[src/rtl/clk_rst_sequencer.sv]
// clk_rst_sequencer: drives clk_gen reset, qualifies lock with debounce/timeout/retry, then releases system reset
module clk_rst_sequencer #(
  parameter int PLL_RST_CYCLES      = 5,
  parameter int LOCK_STABLE_CYCLES  = 16,
  parameter int LOCK_TIMEOUT_CYCLES = 1024,
  parameter int MAX_RETRIES         = 3,
  parameter int RST_HOLD_CYCLES     = 8
) (
  input  logic       clk_in,
  input  logic       reset_in,
  input  logic       locked,
  input  logic       soft_rst_req,
  output logic       pll_rst,
  output logic       sys_rst_n,
  output logic       ready,
  output logic       fault,
  output logic [3:0] retry_cnt,
  output logic [7:0] lock_loss_cnt,
  output logic [2:0] state
);
  typedef enum logic [2:0] {
    S_PLL_RST   = 3'd0,
    S_WAIT_LOCK = 3'd1,
    S_HOLD      = 3'd2,
    S_RUN       = 3'd3,
    S_FAULT     = 3'd4
  } state_t;
  localparam int PW = $clog2((PLL_RST_CYCLES > RST_HOLD_CYCLES ? PLL_RST_CYCLES : RST_HOLD_CYCLES) + 1);
  localparam int SW = $clog2(LOCK_STABLE_CYCLES + 1);
  localparam int TW = $clog2(LOCK_TIMEOUT_CYCLES + 1);
  state_t state_q, state_d;
  logic [PW-1:0] cnt_q, cnt_d;
  logic [SW-1:0] stable_q, stable_d;
  logic [TW-1:0] tmo_q, tmo_d;
  logic [3:0] retry_q, retry_d;
  logic [7:0] loss_q, loss_d;
  logic [1:0] sync_q;
  logic pll_rst_q, pll_rst_d, sys_rst_n_q, sys_rst_n_d, fault_q, fault_d;
  logic locked_s;
  assign locked_s = sync_q[1];
  always_comb begin
    state_d  = state_q;
    cnt_d    = cnt_q;
    stable_d = stable_q;
    tmo_d    = tmo_q;
    retry_d  = retry_q;
    loss_d   = loss_q;
    if (soft_rst_req) begin
      state_d  = S_PLL_RST;
      cnt_d    = '0;
      stable_d = '0;
      tmo_d    = '0;
      retry_d  = '0;
    end else begin
      case (state_q)
        S_PLL_RST: begin
          stable_d = '0;
          tmo_d    = '0;
          cnt_d    = (cnt_q == PW'(PLL_RST_CYCLES - 1)) ? '0 : cnt_q + PW'(1);
          state_d  = (cnt_q == PW'(PLL_RST_CYCLES - 1)) ? S_WAIT_LOCK : S_PLL_RST;
        end
        S_WAIT_LOCK: begin
          stable_d = locked_s ? stable_q + SW'(1) : '0;
          tmo_d    = tmo_q + TW'(1);
          if (locked_s && stable_q == SW'(LOCK_STABLE_CYCLES - 1)) state_d = S_HOLD;
          else if (tmo_q == TW'(LOCK_TIMEOUT_CYCLES - 1)) begin
            retry_d = retry_q + 4'd1;
            state_d = (retry_q + 4'd1 == 4'(MAX_RETRIES)) ? S_FAULT : S_PLL_RST;
          end
        end
        S_HOLD: begin
          if (!locked_s) begin
            state_d = S_PLL_RST;
            cnt_d   = '0;
          end else if (cnt_q == PW'(RST_HOLD_CYCLES - 1)) begin
            state_d = S_RUN;
            cnt_d   = '0;
            retry_d = '0;
          end else cnt_d = cnt_q + PW'(1);
        end
        S_RUN: begin
          if (!locked_s) begin
            state_d = S_PLL_RST;
            loss_d  = (loss_q == 8'hff) ? loss_q : loss_q + 8'd1;
          end
        end
        S_FAULT: ;
        default: begin
          state_d = S_PLL_RST;
          cnt_d   = '0;
        end
      endcase
    end
    pll_rst_d   = (state_d == S_PLL_RST) || (state_d == S_FAULT);
    sys_rst_n_d = (state_d == S_RUN);
    fault_d     = (state_d == S_FAULT);
  end
  always_ff @(posedge clk_in) begin
    if (!reset_in) begin
      state_q     <= S_PLL_RST;
      cnt_q       <= '0;
      stable_q    <= '0;
      tmo_q       <= '0;
      retry_q     <= '0;
      loss_q      <= '0;
      sync_q      <= '0;
      pll_rst_q   <= 1'b1;
      sys_rst_n_q <= 1'b0;
      fault_q     <= 1'b0;
    end else begin
      state_q     <= state_d;
      cnt_q       <= cnt_d;
      stable_q    <= stable_d;
      tmo_q       <= tmo_d;
      retry_q     <= retry_d;
      loss_q      <= loss_d;
      sync_q      <= {sync_q[0], locked};
      pll_rst_q   <= pll_rst_d;
      sys_rst_n_q <= sys_rst_n_d;
      fault_q     <= fault_d;
    end
  end
  assign pll_rst       = pll_rst_q;
  assign sys_rst_n     = sys_rst_n_q;
  assign ready         = sys_rst_n_q;
  assign fault         = fault_q;
  assign retry_cnt     = retry_q;
  assign lock_loss_cnt = loss_q;
  assign state         = state_q;
endmodule

[config.mk]
export PLATFORM = sky130hd
export DESIGN_NAME = clk_rst_sequencer
export DESIGN_NICKNAME = d
export VERILOG_FILES = /design/src/rtl/clk_rst_sequencer.sv
export SDC_FILE = /design/constraint.sdc
export NUM_CORES = 1
export LEC_CHECK = 0
export ABC_AREA = 0
export BUFFER_PORTS_ARGS = -buffer_cell sky130_fd_sc_hd__buf_2
export CORE_UTILIZATION = 52
export CTS_CLUSTER_DIAMETER = 60
export DETAILED_ROUTE_END_ITERATION = 10
export PLACE_DENSITY = 0.75
export SLEW_MARGIN = 20
export SYNTH_ARGS = -nofsm -noshare
export SYNTH_HDL_FRONTEND = slang
export SYNTH_SLANG_ARGS = --single-unit
[constraint.sdc]
create_clock -name clk_in -period 1.6 [get_ports clk_in]
set_input_delay 0.08 -clock clk_in [delete_from_list [all_inputs] [get_ports clk_in]]
set_output_delay 0.08 -clock clk_in [all_outputs]
set_load 0.1 [all_outputs]
==> flow_summary.json <==
{
  "status": "finished with violations",
  "violations": "negative setup slack",
  "maxCapViolations": 0,
  "cp.arrival_ns": 1.91,
  "rsz0062_at_grt": "yes",
  "syn-cell-area_um2": 2120,
  "drc": 0,
  "track_usage_pct": 26.4,
  "p_leak_nw": 1.16,
  "insertion_delay_ns": 0.30,
  "synth_edf_count": 0,
  "clk_path_buf_depth": 2,
  "antenna_cells": 0,
  "port_buffers": 22,
  "synth.most_common_cell": "dfxtp_1",
  "grt_pass1_wl_um": 8760,
  "dp_hpwl_um": 3490,
  "cts_root_buf": "clkbuf_8",
  "synth.avg_cell_area_um2": 8.61,
  "finClkSkew_ns": 0.0116,
  "netlist_instances": 246,
  "cpPeakStageDelay_ns": 0.57,
  "gp_congestion": 0.826,
  "hold_viol_final": 0,
  "tritoncts": "built",
  "cp_cell_sequence": "nand4_2 > or4_4 > or3_4 > a21oi_1",
  "crit_slowest_cell": "or4_4",
  "synth.distinct_cells": 55,
  "synth_ff_type": "dfxtp_1",
  "yosys.area.top_type": "dfxtp_1",
  "overflow": 0,
  "grt_antenna_before_repair": 0,
  "synth-seq-cells": 40,
  "clock_sinks": 40,
  "synth_top_cells_by_count": "40 x dfxtp_1, 20 x nand2_1, 17 x a21oi_1",
  "drtPass1Iterations": 4,
  "required_ns": 1.83,
  "cts-buffers-inserted": 5,
  "area_growth_pct": 38.9,
  "post_dp_cell_area_um2": 2610,
  "pre_cts_ws_ns": -0.114,
  "dp_cells": 342,
  "postRouteAntennaNets": 0,
  "drive_gt1_share_pct": 41.9,
  "yosysSeqAreaShare_pct": 37.8,
  "routed_wl_um": 5780,
  "io_pins": 23,
  "worstSetupPathType": "reg -> reg",
  "wire_per_inst_um": 16.1,
  "max_freq_mhz": 594,
  "cts_max_level": 2,
  "synth_nets": 258,
  "fin_ws_ns": -0.0828,
  "grt_pass1_vias": 2006,
  "cp-start-kind": "register",
  "vias": 2170,
  "ir_drop_uv": 490,
  "path_delay_family": "simple AND/OR/NAND/NOR gates",
  "stdcell_area_um2": 2940,
  "layout.cells.non_filler": 358,
  "slew_viol_final": 0,
  "worst-path-max-fanout": 4,
  "synthTopCellsByArea": "dfxtp_1 38%, ha_1 4.7%, a21oi_1 4.0%",
  "die_x_um": 65.8,
  "yosysTopAreaCellShare_pct": 37.8,
  "fin_nets": 321,
  "rows": 22,
  "endpoint_kind": "register",
  "drtIter0Drc": 194,
  "core-area_um2": 3770,
  "utilization_pct": 78.0,
  "hold_class": "in -> reg",
  "setup-violations-final": 8,
  "finalCritPeriodShare_pct": 105,
  "tightest_slew_ns": 0.491,
  "vias_per_cell": 6.06,
  "power_density_nw_per_um2": 595,
  "synthArstFlopShare_pct": 0,
  "fin_crit_ns": 1.68,
  "design.die.area_um2": 4330,
  "yosysWarnings": 0,
  "fill_cells": 238,
  "maxSlewHeadroom_pct": 67.5,
  "die_h_um": 65.8,
  "grt_max_degree": 19,
  "clkTransAtPathRegs_ns": 0.08,
  "initial_core_util_pct": 56.2,
  "path_buf_inv": 0
}
-- flip-flops by register name, indices dropped and copies added (netlist names) --
signal,count
retry_cnt,4
ready,1
lock_loss_cnt,8
sync_q,2
tmo_q,11
fault,1
cnt_q,4
pll_rst,1
stable_q,5
state,3
-- cells in the final DEF (no fill, tap or decap), types with 5 or more instances in the layout --
master     n
and2_1     5
dfxtp_4    8
dfxtp_2   12
nand2_1   18
buf_4     42
ha_1       5
and3_1     7
inv_1     10
clkbuf_8   6
a21oi_1   16
nand2b_1   5
o21ai_0   11
nor2_1    14
dfxtp_1   20
nor3_1     6
nand3_1    8
buf_2     22
-- layout make-up --
class	instances	area, um^2	share of cell area (%)
Multi-Input combinational cell	182	1420	48.3
Sequential cell	40	846	28.7
Timing Repair Buffer	69	480	16.3
Clock buffer	6	82.6	2.81
Tap cell	48	60.1	2.04
Inverter	11	41.3	1.40
Clock inverter	2	10.0	0.340
-- cells by family (layout without fill, tap and decap cells) --
logic type	Yosys count	after routing	synth area share, %
buf+inv	24	88	5.14
simple gates	107	107	30.2
fa+ha+maj	8	8	4.73
flops	40	40	37.8
compound gates	61	61	19.1
mux	6	6	3.01
-- power breakdown --
part	total, mW	internal, mW	switching [mW]
Sequential	0.989	0.986	0.00357
Clock	0.705	0.344	0.360
Combinational	0.0587	0.0223	0.0364
-- final timing paths --
check	slack, ns	startpoint	cells after the start	endpoint
hold / removal	0.14	reset_in	3	lock_loss_cnt[6]
setup / recovery	-0.08	tmo_q[6]	4	retry_cnt[1]
hold reg to reg	0.44	sync_q[0]	1	sync_q[1]
setup reg to reg	-0.08	tmo_q[6]	4	retry_cnt[1]
-- worst min-delay path, cell delays in order --
cell and delay (ns):
buf_2 0.18, nand2_1 0.09, mux2i_1 0.05
-- repair_timing --
action,4_1_cts,5_1_grt
hold buffers,1,0
pin swaps,4,8
endpoints found under the hold margin,1,0
gates resized for setup,16,23
endpoints found under the setup margin,14,31
buffers inserted,3,5
-- layer usage --
| layer | wire length [um] | global-route usage [%] |
|---|---|---|
| met3 | 225 | 5.17 |
| met4 | 150 | 10.1 |
| met1 | 2580 | 32.3 |
| met2 | 2820 | 45.2 |
| met5 | 0 | 0 |
-- per-stage QoR --
| stage | TNS [ns] | hold WS (ns) | power [mW] |
|---|---|---|---|
| after floorplan | -3.06 | 0.207 | 1.05 |
| after global placement | -0.207 | 0.291 | 1.06 |
| after detailed placement | -0.523 | 0.307 | 1.06 |
| after CTS | -0.129 | 0.135 | 1.76 |
| after global routing | -1.33 | 0.153 | 1.80 |
| final | -0.298 | 0.136 | 1.75 |
(Power assumes the default switching activity.)
